===== config.mk =====
export PLATFORM = sky130hd
export DESIGN_NAME = stage_1_input_scheduler_flat
export DESIGN_NICKNAME = d
export VERILOG_FILES = /design/src/rtl/stage_1_input_scheduler_if.sv /design/src/rtl/stage_1_input_scheduler.sv /design/src/flat_wrapper.sv
export SDC_FILE = /design/constraint.sdc
export NUM_CORES = 1
export LEC_CHECK = 0
export CORE_UTILIZATION = 40
export DETAILED_ROUTE_END_ITERATION = 10
export MAX_ROUTING_LAYER = met4
export PLACE_DENSITY = 0.82
export SLEW_MARGIN = 20
export SYNTH_ARGS = -nofsm -noshare
export SYNTH_HDL_FRONTEND = slang
export SYNTH_SLANG_ARGS = --single-unit
export TNS_END_PERCENT = 30

===== constraint.sdc =====
create_clock -name clk_sched -period 3.05 [get_ports clk_sched]
set_input_delay 0.915 -clock clk_sched [delete_from_list [all_inputs] [get_ports clk_sched]]
set_output_delay 0.915 -clock clk_sched [all_outputs]
set_load 0.03 [all_outputs]

===== src/rtl/stage_1_input_scheduler_if.sv =====
// Symbol-source / stage-1 bundle for the stage-1 input scheduler.
// The slave modport is the scheduler; the master modport is the environment (sources + stage 1).
interface stage_1_input_scheduler_if #(
    parameter int RANGE_WIDTH  = 16,
    parameter int SYMBOL_WIDTH = 4
);
    logic                                frame_start;
    logic [1:0]                          req_valid;
    logic [1:0]                          req_ready;
    logic [1:0]                          req_last;
    logic [1:0][RANGE_WIDTH-1:0]         req_fl;
    logic [1:0][RANGE_WIDTH-1:0]         req_fh;
    logic [1:0][SYMBOL_WIDTH-1:0]        req_symbol;
    logic [1:0][SYMBOL_WIDTH:0]          req_nsyms;
    logic [1:0]                          req_bool;
    logic                                out_stall;
    logic                                out_valid;
    logic [RANGE_WIDTH-1:0]              out_fl;
    logic [RANGE_WIDTH-1:0]              out_fh;
    logic [SYMBOL_WIDTH-1:0]             out_symbol;
    logic [SYMBOL_WIDTH:0]               out_nsyms;
    logic                                out_bool_flag;
    logic                                out_src;
    logic                                flush_pulse;
    logic                                busy;
    logic                                err_sticky;

    modport slave (
        input  frame_start, req_valid, req_last, req_fl, req_fh, req_symbol, req_nsyms,
               req_bool, out_stall,
        output req_ready, out_valid, out_fl, out_fh, out_symbol, out_nsyms, out_bool_flag,
               out_src, flush_pulse, busy, err_sticky
    );

    modport master (
        output frame_start, req_valid, req_last, req_fl, req_fh, req_symbol, req_nsyms,
               req_bool, out_stall,
        input  req_ready, out_valid, out_fl, out_fh, out_symbol, out_nsyms, out_bool_flag,
               out_src, flush_pulse, busy, err_sticky
    );
endinterface


===== src/rtl/stage_1_input_scheduler.sv =====
// Two-source round-robin scheduler feeding the entropy-encoder stage-1 input register.
// Optional SCHED_NSYMS_CHECK_EN drops illegal packets (NSYMS range / SYMBOL bound) and flags err_sticky.
module stage_1_input_scheduler #(
    parameter int RANGE_WIDTH  = 16,
    parameter int SYMBOL_WIDTH = 4
) (
    input  logic                    clk_sched,
    input  logic                    reset_sched,
    stage_1_input_scheduler_if.slave bus
);
    typedef enum logic [1:0] {IDLE, ACTIVE, FLUSH, DONE} state_t;

    state_t     state, state_nxt;
    logic [1:0] done;
    logic       rr_ptr;
    logic [1:0] eligible, grant;
    logic       can_load, xfer, sel, load, frame_go;

    assign frame_go = bus.frame_start && (state == IDLE || state == DONE);
    assign can_load = !bus.out_valid || !bus.out_stall;

    for (genvar i = 0; i < 2; i++) begin : g_src
        assign eligible[i]      = bus.req_valid[i] && !done[i];
        assign bus.req_ready[i] = (state == ACTIVE) && can_load && !done[i] && grant[i];
    end

    // Contention goes to rr_ptr; a lone requester always wins.
    always_comb begin
        grant = eligible;
        if (&eligible)
            grant = rr_ptr ? 2'b10 : 2'b01;
    end

    assign xfer = |(bus.req_valid & bus.req_ready);
    assign sel  = grant[1];

`ifdef SCHED_NSYMS_CHECK_EN
    localparam logic [SYMBOL_WIDTH:0] NS_MIN = (SYMBOL_WIDTH+1)'(2);
    localparam logic [SYMBOL_WIDTH:0] NS_MAX = (SYMBOL_WIDTH+1)'(16);

    logic sel_legal;
    logic err_q;

    assign sel_legal = (bus.req_nsyms[sel] >= NS_MIN) && (bus.req_nsyms[sel] <= NS_MAX) &&
                       !(bus.req_bool[sel] && ({1'b0, bus.req_symbol[sel]} >= bus.req_nsyms[sel]));
    assign load = xfer && sel_legal;

    always_ff @(posedge clk_sched or posedge reset_sched) begin
        if (reset_sched)
            err_q <= 1'b0;
        else if (frame_go)
            err_q <= 1'b0;
        else if (xfer && !sel_legal)
            err_q <= 1'b1;
    end
    assign bus.err_sticky = err_q;
`else
    assign load           = xfer;
    assign bus.err_sticky = 1'b0;
`endif

    // Done flags and round-robin pointer
    always_ff @(posedge clk_sched or posedge reset_sched) begin
        if (reset_sched) begin
            done   <= 2'b00;
            rr_ptr <= 1'b0;
        end else begin
            if (frame_go)
                done <= 2'b00;
            else if (xfer && bus.req_last[sel])
                done[sel] <= 1'b1;
            if (xfer && &eligible)
                rr_ptr <= ~sel;
        end
    end

    // Stage-1 input register: hold under stall, drop valid once consumed without refill.
    always_ff @(posedge clk_sched or posedge reset_sched) begin
        if (reset_sched) begin
            bus.out_valid     <= 1'b0;
            bus.out_fl        <= '0;
            bus.out_fh        <= '0;
            bus.out_symbol    <= '0;
            bus.out_nsyms     <= '0;
            bus.out_bool_flag <= 1'b0;
            bus.out_src       <= 1'b0;
        end else if (load) begin
            bus.out_valid     <= 1'b1;
            bus.out_fl        <= bus.req_fl[sel];
            bus.out_fh        <= bus.req_fh[sel];
            bus.out_symbol    <= bus.req_symbol[sel];
            bus.out_nsyms     <= bus.req_nsyms[sel];
            bus.out_bool_flag <= bus.req_bool[sel];
            bus.out_src       <= sel;
        end else if (!bus.out_stall) begin
            bus.out_valid     <= 1'b0;
        end
    end

    always_ff @(posedge clk_sched or posedge reset_sched) begin
        if (reset_sched)
            state <= IDLE;
        else
            state <= state_nxt;
    end

    // Flush only once the last packet has left the register, so flush never overlaps out_valid.
    always_comb begin
        state_nxt = state;
        case (state)
            IDLE, DONE: if (bus.frame_start) state_nxt = ACTIVE;
            ACTIVE:     if (done == 2'b11 && (!bus.out_valid || (!bus.out_stall && !load)))
                            state_nxt = FLUSH;
            FLUSH:      state_nxt = DONE;
            default:    state_nxt = IDLE;
        endcase
    end

    always_comb begin
        bus.flush_pulse = (state == FLUSH);
        bus.busy        = (state == ACTIVE) || (state == FLUSH);
    end
endmodule

===== src/flat_wrapper.sv =====
// flat-port wrapper written by rule: the top's interface ports become plain ports
module stage_1_input_scheduler_flat 
#(
    parameter int RANGE_WIDTH  = 16,
    parameter int SYMBOL_WIDTH = 4
)
  (clk_sched, reset_sched, bus_frame_start, bus_req_valid, bus_req_last, bus_req_fl, bus_req_fh, bus_req_symbol, bus_req_nsyms, bus_req_bool, bus_out_stall, bus_req_ready, bus_out_valid, bus_out_fl, bus_out_fh, bus_out_symbol, bus_out_nsyms, bus_out_bool_flag, bus_out_src, bus_flush_pulse, bus_busy, bus_err_sticky);
  stage_1_input_scheduler_if #(.RANGE_WIDTH(RANGE_WIDTH), .SYMBOL_WIDTH(SYMBOL_WIDTH)) bus_i ();
  input  logic clk_sched;
  input  logic reset_sched;
  input wire logic [$bits(bus_i.frame_start)-1:0] bus_frame_start;
  input wire logic [$bits(bus_i.req_valid)-1:0] bus_req_valid;
  input wire logic [$bits(bus_i.req_last)-1:0] bus_req_last;
  input wire logic [$bits(bus_i.req_fl)-1:0] bus_req_fl;
  input wire logic [$bits(bus_i.req_fh)-1:0] bus_req_fh;
  input wire logic [$bits(bus_i.req_symbol)-1:0] bus_req_symbol;
  input wire logic [$bits(bus_i.req_nsyms)-1:0] bus_req_nsyms;
  input wire logic [$bits(bus_i.req_bool)-1:0] bus_req_bool;
  input wire logic [$bits(bus_i.out_stall)-1:0] bus_out_stall;
  output wire logic [$bits(bus_i.req_ready)-1:0] bus_req_ready;
  output wire logic [$bits(bus_i.out_valid)-1:0] bus_out_valid;
  output wire logic [$bits(bus_i.out_fl)-1:0] bus_out_fl;
  output wire logic [$bits(bus_i.out_fh)-1:0] bus_out_fh;
  output wire logic [$bits(bus_i.out_symbol)-1:0] bus_out_symbol;
  output wire logic [$bits(bus_i.out_nsyms)-1:0] bus_out_nsyms;
  output wire logic [$bits(bus_i.out_bool_flag)-1:0] bus_out_bool_flag;
  output wire logic [$bits(bus_i.out_src)-1:0] bus_out_src;
  output wire logic [$bits(bus_i.flush_pulse)-1:0] bus_flush_pulse;
  output wire logic [$bits(bus_i.busy)-1:0] bus_busy;
  output wire logic [$bits(bus_i.err_sticky)-1:0] bus_err_sticky;
  assign bus_i.frame_start = bus_frame_start;
  assign bus_i.req_valid = bus_req_valid;
  assign bus_i.req_last = bus_req_last;
  assign bus_i.req_fl = bus_req_fl;
  assign bus_i.req_fh = bus_req_fh;
  assign bus_i.req_symbol = bus_req_symbol;
  assign bus_i.req_nsyms = bus_req_nsyms;
  assign bus_i.req_bool = bus_req_bool;
  assign bus_i.out_stall = bus_out_stall;
  assign bus_req_ready = bus_i.req_ready;
  assign bus_out_valid = bus_i.out_valid;
  assign bus_out_fl = bus_i.out_fl;
  assign bus_out_fh = bus_i.out_fh;
  assign bus_out_symbol = bus_i.out_symbol;
  assign bus_out_nsyms = bus_i.out_nsyms;
  assign bus_out_bool_flag = bus_i.out_bool_flag;
  assign bus_out_src = bus_i.out_src;
  assign bus_flush_pulse = bus_i.flush_pulse;
  assign bus_busy = bus_i.busy;
  assign bus_err_sticky = bus_i.err_sticky;
  stage_1_input_scheduler #(.RANGE_WIDTH(RANGE_WIDTH), .SYMBOL_WIDTH(SYMBOL_WIDTH)) u_core (.clk_sched(clk_sched), .reset_sched(reset_sched), .bus(bus_i));
endmodule

# Yosys cells after proc, flatten, opt, wreduce, memory -nomap -nowiden
# Index checks and enable logic that the tools add are counted.
# classes
order_cmp,2
eq_ne,7
muxes,23
bitwise,3
n_reduce_logical,28
# ops
cell,count
2-to-1 mux 16 bit,4
logical AND 1 bit,13
2-to-1 mux 2 bit,6
2-to-1 mux 5 bit,2
2-to-1 mux 4 bit,2
2-to-1 mux 1 bit,7
"== test 2 bit, second input constant",3
case mux 2 bit (3 select lines),1
logical NOT 1 bit,5
logical OR 1 bit,4
"inequality test 2 bit, second input constant",2
AND reduction 2 bit,2
OR reduction 2 bit,2
AND 2 bit,1
"== test 2 x 1 -> 1 bit, second input constant",1
logical NOT 2 bit,1
"< comparator 1 x 2 -> 1 bit, second input constant",1
"inequality test 2 x 1 -> 1 bit, second input constant",1
bitwise OR 2 bit,1
nonzero test 2 bit,1
demux 1 bit (select 1 bit),1
"greater-or-equal comparator 1 bit, second input constant",1
inverter 1 bit,1
# totals
ff_bits,49
input_bits,92
out_inout_bits,49
word_cells,73

# Depth between registers and ports, before layout
# Gate-level depths: netlist of run 1.
# depth
depth_word,13
mapped_depth,8
depth_no_buf,6

# Worst setup path before layout of run 1
# Ideal clock, no wire load.
# synth_path
kind,input to output
startpoint,in bus_out_stall
endpoint,out bus_req_ready[1]
t_arrival_ns,1.868
required_ns,2.135
slack_ns,0.267
cell_stages,2
n_path_buf,0
path_cell_list,a21bo_2 -> nor3_1
# synth_between
elab_chain_len,5
# synth_rtl
item,line_no,text
"start, declared",flat_wrapper.sv:19,input wire logic [$bits(bus_i.out_stall)-1:0] bus_out_stall;
logical NOT 1 bit,stage_1_input_scheduler.sv:20,assign can_load = !bus.out_valid || !bus.out_stall;
logical OR 1 bit,stage_1_input_scheduler.sv:20,
logical AND 1 bit (3 in a row),stage_1_input_scheduler.sv:24,assign bus.req_ready[i] = (state == ACTIVE) && can_load && !done[i] && grant[i];
"end, declared",flat_wrapper.sv:20,output wire logic [$bits(bus_i.req_ready)-1:0] bus_req_ready;
# Every way passes these cells.

# Final worst setup path of run 1
# layout_path
startpoint,in bus_req_valid[1]
endpoint,out bus_req_ready[0]
# layout_between
elab_chain_len,4
# layout_rtl
item,line_no,text
"start, declared",flat_wrapper.sv:12,input wire logic [$bits(bus_i.req_valid)-1:0] bus_req_valid;
logical AND 1 bit,stage_1_input_scheduler.sv:23,assign eligible[i] = bus.req_valid[i] && !done[i];
AND reduction 2 bit,stage_1_input_scheduler.sv:30,if (&eligible)
2-to-1 mux 2 bit,stage_1_input_scheduler.sv:30,
logical AND 1 bit,stage_1_input_scheduler.sv:24,
# Every way passes these cells.

==> run_results.csv, run 1 <==
group,metric,value,unit
clock_network,cts_post_setup_buffers_inserted,0,
clock_network,ctsHoldBuffers,0,
placement,port-buffer-count,139,
global_route,vias_in_the_first_global_route,2235,
timing,fin_crit_sh,98.6,%
global_route,grt_util_all_layers,22.2,%
synth,synth.net_count,364,
finish,final_layout_size_suffix_gt1_share,6.40,%
detailed_routing,drt_iter0_drc,117,
timing,slew_violations,0,
power,cellInternalPower,0.00223,W
floorplanning,dieHeight,78.2,µm
detailed_routing,drt_drc_violations_left,0,
critical_path,cpMaxStageDelayCell,"sky130_fd_sc_hd__clkdlybuf4s50_1",
power,power,0.00406,W
power,max-vdd-ir-drop,628,µV
clock_network,cts_made_buffers,5,
critical_path,critical_path.startpoint_type,"primary input",
finish,area_growth_syn_to_layout,67.5,%
critical_path,worst-r2r-setup-slack,1.13,ns
placement,finalWeightedCongestion,0.779,
floorplanning,floorplan.initialDensity,41.9,%
power,share_seq_of_total_power,28.9,%
critical_path,crit-reg2reg-launch,"u_core.rr_ptr",
worst_hold_path,hold_path.class,"flop to flop",
floorplanning,core_region_area,5540,µm²
synth,synth_seq_cells,49,
timing,worst-slew-pin-transition,0.960,ns
clock_network,clk_transition_reported_paths,0.08,ns
critical_path,worst_r2r_end,"u_core.bus.out_fh[0]",
placement,place.detailed.hpwl,4690,µm
timing,final_min_period,3.01,ns
placement,dp.cells,470,
critical_path,cp_data_required_time,2.13,ns
detailed_routing,drt_wirelength,6420,µm
floorplanning,floorplan.io_pins,141,
worst_hold_path,min_from,"u_core.bus.out_src",
critical_path,timing.critical_path.mode_cell,"sky130_fd_sc_hd__nor2b_1",
power,power_per_cell_area,1040,nW/µm²
critical_path,crit_path_max_incr_delay,0.53,ns
synth,synth_top_area_share,52.8,%
detailed_routing,ant_nets,0,
synth,synth.cell_area,2320,µm²
critical_path,crit_fanout,2,
global_route,global_route_wire_length_before_repair,10400,µm
synth,synthTopCellsByArea,"sky130_fd_sc_hd__dfrtp_1, sky130_fd_sc_hd__nand2_1, sky130_fd_sc_hd__a31oi_1, sky130_fd_sc_hd__nor2_1, sky130_fd_sc_hd__buf_6",
clock_network,cts-root-to-sink-buffers,2,
clock_network,cts_max_level,2,
critical_path,rr_worst_depth,5,
synth,synthDistinctLibCells,23,
critical_path,timing_worst_setup_path_type,"primary input to primary output",
finish,number_of_nets_at_the_end_of_the_flow,499,
global_route,overflow_left_after_global_routing,0,
critical_path,end_kind,"primary output",
power,pwr-share-clk,10.2,%
clock_network,tritoncts,"built",
global_route,pin_count_of_the_biggest_net_entering_global_routing,44,
finish,diodes,0,
worst_hold_path,worst_hold_path.num_cells,2,
outcome,outcome,"completed",
floorplanning,dieWidth,78.2,µm
power,power.static_leakage,1.63,nW
job,drv_cap,0,
global_route,grt_antenna_before_repair,0,
finish,fin_cells,478,
timing,report.final.setup_viol,0,
detailed_routing,via_count,2375,
synth,number_of_cells_produced_by_synthesis,270,
timing,slew_headroom,35.9,%
timing,worst_clock_skew,0.00665,ns
clock_network,cts-root-buf,"sky130_fd_sc_hd__clkbuf_8",
worst_hold_path,whs_endpoint,"u_core.bus.out_src",
critical_path,critical_path_arrival,2.09,ns
clock_network,source_to_sink_clock_delay_at_the_later_pin_of_the_worst_skew_pair,0.30,ns
floorplanning,core.rowCount,27,
detailed_routing,drt-wirelength-per-cell,13.4,µm
power,p_sw,0.00183,W
power,power_switching_share,45.1,%
timing,fmaxAchievable,332,MHz
clock_network,cts.sinks,49,
critical_path,cells_traversed_along_the_worst_timing_path,"clkdlybuf4s50_1 > nor2b_1 > a21oi_2 > nor2b_1 > buf_4",
timing,whs,0.529,ns
synth,syn-mean-instance-area,8.61,µm²
timing,report.final.hold_viol_count,0,
synth,synth_largest_area_cell,"sky130_fd_sc_hd__dfrtp_1",
synth,seq_area_frac_synth,52.8,%
detailed_routing,drt-vias-per-instance,4.97,
synth,yosysWarnings,0,
detailed_routing,dr.pass1.iters,4,
floorplanning,design.die.area,6120,µm²
power,relative_contribution_of_combinational_cells_to_total_power,60.9,%
timing,timing.setup.tns,0,ns
-- kinds of logic (layout without fill, tap and decap cells) --
logic type | Yosys count | in the layout | synth area share (%)
flops | 49 | 49 | 52.8
compound gates | 57 | 57 | 15.7
xor+xnor | 1 | 1 | 0.377
fa+ha+maj | 2 | 2 | 1.08
other cells | 1 | 1 | 0.161
buf+inv | 23 | 159 | 6.25
simple gates | 137 | 137 | 23.7
-- how the worst max path moves through the flow --
stage	from	to	slack (ns)	cells past startpoint
after CTS	bus_out_stall	bus_req_ready[0]	0.009	5
after floorplan	bus_out_stall	bus_req_ready[1]	0.27	2
after detailed placement	bus_out_stall	bus_req_ready[0]	0.02	5
after global placement	bus_out_stall	bus_req_ready[0]	0.03	5
after global routing	bus_out_stall	bus_req_ready[0]	-0.01	5
final	bus_req_valid[1]	bus_req_ready[0]	0.04	5
-- power by group through the flow --
stage | Clock (W) | Combinational, W | Sequential (W)
5_1_grt | 0.000449 | 0.00267 | 0.00121
3_3_place_gp | 0 | 0.00243 | 0.00116
6_report | 0.000414 | 0.00247 | 0.00117
3_5_place_dp | 0 | 0.00248 | 0.00118
2_1_floorplan | 0 | 0.000962 | 0.00174
4_1_cts | 0.000426 | 0.00248 | 0.00117
-- routing by layer --
| layer | vias to the layer above | global-route usage [%] | part of all wire, % |
|---|---|---|---|
| met4 | 0 | 6.67 | 1.5 |
| li1 | 1170 | - | - |
| met2 | 92 | 38.2 | 50 |
| met3 | 12 | 3.72 | 6.4 |
| met1 | 1101 | 26.8 | 42 |
| met5 | - | - | 0 |
-- critical path, delay by kind of cell --
family | cells | cell delay (ns)
AOI/OAI and AO/OA | 1 | 0.09
and+or+nand+nor | 2 | 0.39
buffers and inverters | 2 | 0.69
-- state kept, by name, indices dropped and copies added, names as in the netlist --
register                  cells
u_core.bus.out_fh            16
u_core.bus.out_fl            16
u_core.bus.out_symbol         4
u_core.bus.out_valid          1
u_core.rr_ptr                 1
u_core.bus.out_src            1
u_core.bus.out_bool_flag      1
u_core.bus.out_nsyms          5
u_core.done                   2
u_core.state                  2
-- area by class of cell --
class                   count  area, µm²
flip-flops and latches     49       1230
repair buffers            146       1480
well taps                  72       90.1
multi-input cells         198        980
inverters                   5       18.8
fillers                   448       1650
clock buffers               7       96.3
clock inverters             1       5.00
-- repair_timing --
action	in CTS	in global routing
hold endpoints to repair	0	0
gates resized for setup	0	3
endpoints found under the setup margin	0	2
-- cell usage in the layout (no fill, tap or decap) --
| master | n |
|---|---|
| sky130_fd_sc_hd__nand2b_4 | 2 |
| sky130_fd_sc_hd__nor3_1 | 1 |
| sky130_fd_sc_hd__buf_4 | 6 |
| sky130_fd_sc_hd__a21oi_1 | 3 |
| sky130_fd_sc_hd__o21ai_4 | 1 |
| sky130_fd_sc_hd__clkinv_2 | 1 |
| sky130_fd_sc_hd__inv_2 | 1 |
| sky130_fd_sc_hd__a21oi_4 | 1 |
| sky130_fd_sc_hd__nor2_1 | 43 |
| sky130_fd_sc_hd__clkdlybuf4s50_1 | 137 |
| sky130_fd_sc_hd__dfrtp_1 | 49 |
| sky130_fd_sc_hd__nand2_1 | 85 |
| sky130_fd_sc_hd__a31oi_1 | 44 |
| sky130_fd_sc_hd__ha_1 | 2 |
| sky130_fd_sc_hd__a21bo_4 | 1 |
| sky130_fd_sc_hd__clkbuf_8 | 7 |
| sky130_fd_sc_hd__nor2_4 | 1 |
| sky130_fd_sc_hd__xor2_1 | 1 |
| sky130_fd_sc_hd__o21ai_0 | 4 |
| sky130_fd_sc_hd__nor3b_1 | 1 |
| sky130_fd_sc_hd__inv_1 | 4 |
| sky130_fd_sc_hd__a21oi_2 | 1 |
| sky130_fd_sc_hd__conb_1 | 1 |
| sky130_fd_sc_hd__o22ai_1 | 1 |
| sky130_fd_sc_hd__nor3_2 | 1 |
| sky130_fd_sc_hd__buf_12 | 3 |
| sky130_fd_sc_hd__nor2b_1 | 3 |
| sky130_fd_sc_hd__a21o_1 | 1 |
-- stage by stage --
step	util (%)	instance area [µm²]	setup WS, ns
3_3_place_gp	68.2	3780	0.0281
3_5_place_dp	68.2	3780	0.0159
4_1_cts	70.0	3880	0.00935
2_1_floorplan	-	2320	0.267
6_report	70.3	3890	0.0413
5_1_grt	70.3	3890	-0.0100
-- synthesized netlist by cell type --
cell	n
sky130_fd_sc_hd__a21oi_4	1
sky130_fd_sc_hd__o22ai_1	1
sky130_fd_sc_hd__conb_1	1
sky130_fd_sc_hd__a31oi_1	44
sky130_fd_sc_hd__xor2_1	1
sky130_fd_sc_hd__a21o_1	1
sky130_fd_sc_hd__o21ai_0	4
sky130_fd_sc_hd__nor3b_1	1
sky130_fd_sc_hd__o21ai_2	1
sky130_fd_sc_hd__nor2_2	1
sky130_fd_sc_hd__dfrtp_1	49
sky130_fd_sc_hd__buf_4	2
sky130_fd_sc_hd__nand2_1	85
sky130_fd_sc_hd__a21bo_2	1
sky130_fd_sc_hd__buf_6	5
sky130_fd_sc_hd__nor3_1	2
sky130_fd_sc_hd__nor2b_1	3
sky130_fd_sc_hd__buf_2	11
sky130_fd_sc_hd__nand2b_4	2
sky130_fd_sc_hd__a21oi_1	4
sky130_fd_sc_hd__ha_1	2
sky130_fd_sc_hd__nor2_1	43
sky130_fd_sc_hd__inv_1	5
(Power assumes the default switching activity.)
==> run 2, diff against run 1 <==
==> constraint.sdc (replaced) <==
create_clock -name clk_sched -period 3.8 [get_ports clk_sched]
set_input_delay 1.14 -clock clk_sched [delete_from_list [all_inputs] [get_ports clk_sched]]
set_output_delay 1.14 -clock clk_sched [all_outputs]
set_load 0.03 [all_outputs]
==> run 2 against run 1 <==
Effect of this change: clock skew up 0.0014 ns; total power shrank 20%; non-clock buffer count is 3 lower; clock power shrank 20%; sequential share of layout area grew 0.50 points; first-iteration DRC count shrank 1.7%; core utilization is 1.1 points lower; via count rose by 0.34%; register-to-register slack better by 0.79 ns; setup slack gained 0.18 ns; global-route usage rose by 1.1 points; die area unchanged.
==> run_results.csv, run 2 (synthesis gave the netlist of run 1 again) <==
group,metric,value,unit
outcome,outcome,"completed",
floorplanning,floorplan.io_pins,141,
timing,report.final.hold_viol_count,0,
detailed_routing,drt_wirelength,6510,µm
power,max-vdd-ir-drop,483,µV
placement,finalWeightedCongestion,0.794,
global_route,vias_in_the_first_global_route,2362,
clock_network,clk_transition_reported_paths,0.09,ns
timing,grt_setup_unrepaired,"false",
clock_network,cts.sinks,49,
detailed_routing,drt-wirelength-per-cell,13.7,µm
clock_network,cts_made_buffers,5,
global_route,globalRoute.busiestLayer,"met2",
timing,fin_crit_sh,94.1,%
floorplanning,design.die.area,6120,µm²
worst_hold_path,hold_path.class,"flop to flop",
finish,area_growth_syn_to_layout,64.9,%
critical_path,end_kind,"primary output",
timing,fmaxAchievable,280,MHz
clock_network,tritoncts,"built",
floorplanning,core.rowCount,27,
critical_path,cp_data_required_time,2.66,ns
global_route,grt_antenna_before_repair,0,
global_route,grt_util_met1,28.8,%
global_route,gr_met3_demand_resource,3.60,%
detailed_routing,drt_iter0_drc,115,
clock_network,cts_max_level,2,
clock_network,postCtsResizedCells,0,
finish,number_of_nets_at_the_end_of_the_flow,496,
placement,place.detailed.hpwl,4680,µm
detailed_routing,ant_nets,0,
global_route,grt_util_all_layers,23.3,%
power,power_per_cell_area,844,nW/µm²
floorplanning,core_region_area,5540,µm²
timing,timing.setup.tns,0,ns
critical_path,timing_worst_setup_path_type,"primary input to primary output",
floorplanning,dieHeight,78.2,µm
critical_path,critical_path_arrival,2.44,ns
detailed_routing,via_count,2383,
finish,reg.largest.list,"u_core.bus.out_fh (16), u_core.bus.out_fl (16), u_core.bus.out_nsyms (5)",
global_route,global_route_wire_length_before_repair,11100,µm
timing,worst-slew-pin-transition,0.835,ns
critical_path,crit_fanout,3,
power,power.static_leakage,1.60,nW
finish,most-common-layout-cells,"sky130_fd_sc_hd__clkdlybuf4s50_1, sky130_fd_sc_hd__nand2_1, sky130_fd_sc_hd__dfrtp_1",
clock_network,cts_post_setup_buffers_inserted,0,
detailed_routing,drt_drc_violations_left,0,
global_route,groute.layer.met2.usage,39.6,%
finish,final_layout_size_suffix_gt1_share,5.21,%
timing,slew_headroom,44.3,%
finish,diodes,0,
global_route,pin_count_of_the_biggest_net_entering_global_routing,53,
timing,slew_violations,0,
clock_network,cts-root-to-sink-buffers,2,
timing,final_min_period,3.58,ns
timing,finalWorstSetupSlack,0.222,ns
clock_network,ctsHoldBuffers,0,
placement,post_placement_worst_setup_slack,0.208,ns
floorplanning,dieWidth,78.2,µm
timing,worst_clock_skew,0.00800,ns
detailed_routing,drt-vias-per-instance,5.02,
global_route,overflow_left_after_global_routing,0,
clock_network,source_to_sink_clock_delay_at_the_later_pin_of_the_worst_skew_pair,0.29,ns
critical_path,critical_path.startpoint_type,"primary input",
floorplanning,floorplan.initialDensity,41.9,%
job,drv_cap,0,
finish,final_common_cell,"sky130_fd_sc_hd__clkdlybuf4s50_1",
placement,port-buffer-count,139,
timing,report.final.setup_viol,0,
detailed_routing,dr.pass1.iters,4,
clock_network,cts-root-buf,"sky130_fd_sc_hd__clkbuf_8",
## run 2: cell types whose count changed in the layout (fill, tap and decap cells not counted)
cell / delta
sky130_fd_sc_hd__buf_12: -2
sky130_fd_sc_hd__nor3_1: +1
sky130_fd_sc_hd__a21bo_4: -1
sky130_fd_sc_hd__a21oi_2: -1
sky130_fd_sc_hd__a21bo_2: +1
sky130_fd_sc_hd__inv_2: -1
sky130_fd_sc_hd__a21oi_1: +1
sky130_fd_sc_hd__clkinv_2: +1
sky130_fd_sc_hd__nor3_2: -1
sky130_fd_sc_hd__buf_4: -1
## run 2: path summary, 6_finish.rpt
path,slack [ns],start,cells after the start,to
setup / recovery,0.22,bus_req_valid[0],4,bus_req_ready[1]
hold / removal,0.55,u_core.bus.out_valid,1,u_core.bus.out_valid
setup reg to reg,1.92,u_core.state[1],7,u_core.bus.out_fh[5]
hold reg to reg,0.55,u_core.bus.out_valid,1,u_core.bus.out_valid
max in group asynchronous,1.98,reset_sched,2,u_core.bus.out_fl[9]
min in group asynchronous,1.31,reset_sched,2,u_core.bus.out_fh[4]
## run 2: power breakdown
part	leakage [nW]	switching [W]	internal, W	total (W)
logic	0.999	0.00115	0.000807	0.00196
clock network	0.0542	0.000167	0.000165	0.000332
registers	0.551	0.000155	0.000787	0.000942
total	1.60	0.00148	0.00176	0.00324
## run 2: area by class of cell
cell class | instances | area, µm²
fill | 484 | 1710
multi-input combinational | 198 | 965
clock inverter | 1 | 5.00
timing repair buffer | 143 | 1430
clock buffer | 7 | 96.3
sequential | 49 | 1230
inverter | 5 | 20.0
tap | 72 | 90.1
## run 2: layer usage
layer | wire, µm | up-vias
met5 | 0 | -
li1 | - | 1159
met4 | 136 | 0
met2 | 3170 | 101
met1 | 2830 | 1108
met3 | 376 | 15
## run 2: stage by stage
| stage | total power, W | area, µm² | util [%] | hold WS [ns] | cells |
|---|---|---|---|---|---|
| floorplan | 0.00217 | 2320 | - | 0.500 | 270 |
| global route | 0.00347 | 3830 | 69.2 | 0.571 | 475 |
| global placement | 0.00287 | 3730 | 67.3 | 0.509 | 467 |
| detailed placement | 0.00292 | 3730 | 67.3 | 0.509 | 467 |
| CTS | 0.00326 | 3830 | 69.1 | 0.537 | 475 |
| finish | 0.00324 | 3830 | 69.2 | 0.546 | 475 |
## run 2: worst max-delay path, cell delays in order
cell and delay [ns]:
sky130_fd_sc_hd__clkdlybuf4s50_1 0.54, sky130_fd_sc_hd__nor3b_1 0.42, sky130_fd_sc_hd__nor3_1 0.14, sky130_fd_sc_hd__buf_4 0.20
==> run 3, diff against run 2 <==
--- a/config.mk
+++ b/config.mk
@@ -5,9 +5,10 @@
 export SDC_FILE = /design/constraint.sdc
 export NUM_CORES = 1
 export LEC_CHECK = 0
+export ABC_CLOCK_PERIOD_IN_PS = 3800
+export CORE_MARGIN = 2
 export CORE_UTILIZATION = 40
 export DETAILED_ROUTE_END_ITERATION = 10
-export MAX_ROUTING_LAYER = met4
 export PLACE_DENSITY = 0.82
 export SLEW_MARGIN = 20
 export SYNTH_ARGS = -nofsm -noshare
==> run 3 against run 2 <==
Effect of this change: combinational power about the same; via count down 2.0%; sequential share of layout area shrank 0.052 points; critical endpoint is now bus_req_ready[0].
==> run_results.csv, run 3 (synthesis gave the netlist of run 1 again) <==
group,metric,value,unit
outcome,outcome,"completed",
detailed_routing,dr.pass1.iters,4,
global_route,grt_antenna_before_repair,0,
clock_network,tritoncts,"built",
clock_network,cts_max_level,2,
critical_path,critical_path.startpoint_type,"primary input",
clock_network,postCtsResizedCells,0,
timing,worst-slew-pin-transition,0.675,ns
clock_network,cts.sinks,49,
global_route,grt_util_all_layers,20.7,%
floorplanning,floorplan.initialDensity,41.7,%
worst_hold_path,min_from,"u_core.bus.out_symbol[3]",
finish,diodes,0,
clock_network,cts-root-buf,"sky130_fd_sc_hd__clkbuf_8",
clock_network,cts_made_buffers,5,
timing,slew_violations,0,
detailed_routing,drt_drc_violations_left,0,
placement,port-buffer-count,139,
critical_path,cp_data_required_time,2.66,ns
global_route,global_route_wire_length_before_repair,10500,µm
clock_network,cts-root-to-sink-buffers,2,
floorplanning,design.die.area,6430,µm²
detailed_routing,drt-vias-per-instance,4.90,
detailed_routing,drt_wirelength,6620,µm
critical_path,rr_worst_depth,7,
floorplanning,core_region_area,5570,µm²
worst_hold_path,worst_hold_path.num_cells,2,
global_route,gr_met3_demand_resource,7.42,%
finish,reg.largest.list,"u_core.bus.out_fh (16), u_core.bus.out_fl (16), u_core.bus.out_nsyms (5)",
clock_network,clk_transition_reported_paths,0.08,ns
clock_network,ctsHoldBuffers,0,
critical_path,crit_fanout,2,
timing,report.final.setup_viol,0,
finish,final_common_cell,"sky130_fd_sc_hd__clkdlybuf4s50_1",
placement,finalWeightedCongestion,0.730,
worst_hold_path,hold_path.class,"flop to flop",
worst_hold_path,whs_endpoint,"u_core.bus.out_symbol[3]",
timing,report.final.hold_viol_count,0,
power,power_per_cell_area,836,nW/µm²
timing,fin_crit_sh,93.0,%
global_route,pin_count_of_the_biggest_net_entering_global_routing,45,
global_route,overflow_left_after_global_routing,0,
timing,fmaxAchievable,283,MHz
floorplanning,core.rowCount,27,
finish,final_layout_size_suffix_gt1_share,5.43,%
detailed_routing,drt_iter0_drc,127,
timing,slew_headroom,54.9,%
critical_path,crit-reg2reg-launch,"u_core.state[1]",
clock_network,cts_post_setup_buffers_inserted,0,
detailed_routing,ant_nets,0,
clock_network,source_to_sink_clock_delay_at_the_later_pin_of_the_worst_skew_pair,0.29,ns
timing,grt_setup_unrepaired,"false",
critical_path,critical_path_arrival,2.40,ns
critical_path,timing_worst_setup_path_type,"primary input to primary output",
timing,final_min_period,3.54,ns
finish,number_of_nets_at_the_end_of_the_flow,499,
finish,nFillCells,476,
power,max-vdd-ir-drop,481,µV
timing,whs,0.550,ns
critical_path,worst_r2r_end,"u_core.bus.out_fl[8]",
detailed_routing,via_count,2336,
timing,worst_clock_skew,0.00523,ns
global_route,globalRoute.busiestLayer,"met2",
finish,most-common-layout-cells,"sky130_fd_sc_hd__clkdlybuf4s50_1, sky130_fd_sc_hd__nand2_1, sky130_fd_sc_hd__dfrtp_1",
detailed_routing,drt-wirelength-per-cell,13.9,µm
critical_path,end_kind,"primary output",
floorplanning,dieWidth,80.2,µm
finish,area_growth_syn_to_layout,65.2,%
critical_path,worst-r2r-setup-slack,2.01,ns
global_route,grt_util_met1,25.2,%
global_route,vias_in_the_first_global_route,2289,
placement,place.detailed.hpwl,4950,µm
power,power.static_leakage,1.61,nW
timing,timing.setup.tns,0,ns
floorplanning,floorplan.io_pins,141,
floorplanning,dieHeight,80.2,µm
global_route,groute.layer.met2.usage,35.0,%
job,drv_cap,0,
## run 3: changes by cell type in the layout (fill, tap and decap cells not counted), sizes merged
cell    change
clkinv      -2
inv         +1
buf         +3
## run 3: layout make-up
type | instances | area [µm²] | share of cell area (%)
Timing Repair Buffer | 146 | 1450 | 37.8
Sequential cell | 49 | 1230 | 32.0
Multi-Input combinational cell | 198 | 965 | 25.1
Tap cell | 72 | 90.1 | 2.35
Clock buffer | 7 | 86.3 | 2.25
Inverter | 5 | 18.8 | 0.489
## run 3: critical path: stages
cell and delay, ns:
sky130_fd_sc_hd__clkdlybuf4s50_1 0.53, sky130_fd_sc_hd__nor2b_1 0.29, sky130_fd_sc_hd__a21oi_1 0.13, sky130_fd_sc_hd__nor2b_1 0.14
sky130_fd_sc_hd__buf_4 0.16
## run 3: worst max-delay path by stage
stage,startpoint,to,depth (start not counted)
3_5_place_dp,bus_req_valid[1],bus_req_ready[0],5
6_report,bus_req_valid[1],bus_req_ready[0],5
3_3_place_gp,bus_req_valid[1],bus_req_ready[0],5
4_1_cts,bus_req_valid[1],bus_req_ready[0],5
5_1_grt,bus_req_valid[1],bus_req_ready[0],5
2_1_floorplan,bus_out_stall,bus_req_ready[1],2
## run 3: per-layer routing
metal | share of wire [%] | wire (µm)
met1 | 42 | 2760
met2 | 48 | 3170
met3 | 9.3 | 616
met4 | 0.98 | 65
met5 | 0 | 0
## run 3: power by group
group | switching (W) | internal, W | total, W
Combinational | 0.00116 | 0.000814 | 0.00197
Clock | 0.000160 | 0.000145 | 0.000305
Sequential | 0.000147 | 0.000787 | 0.000934
Total | 0.00146 | 0.00175 | 0.00321
## run 3: metrics by stage
stage               total power (W)  cell area [µm²]  util [%]  worst slack, ns  instances
floorplan                   0.00217             2320         -            0.567        270
global placement            0.00288             3750      67.3            0.292        470
detailed placement          0.00293             3750      67.3            0.280        470
CTS                         0.00324             3840      68.8            0.277        477
global route                0.00344             3840      68.8            0.196        477
finish                      0.00321             3840      68.8            0.265        477
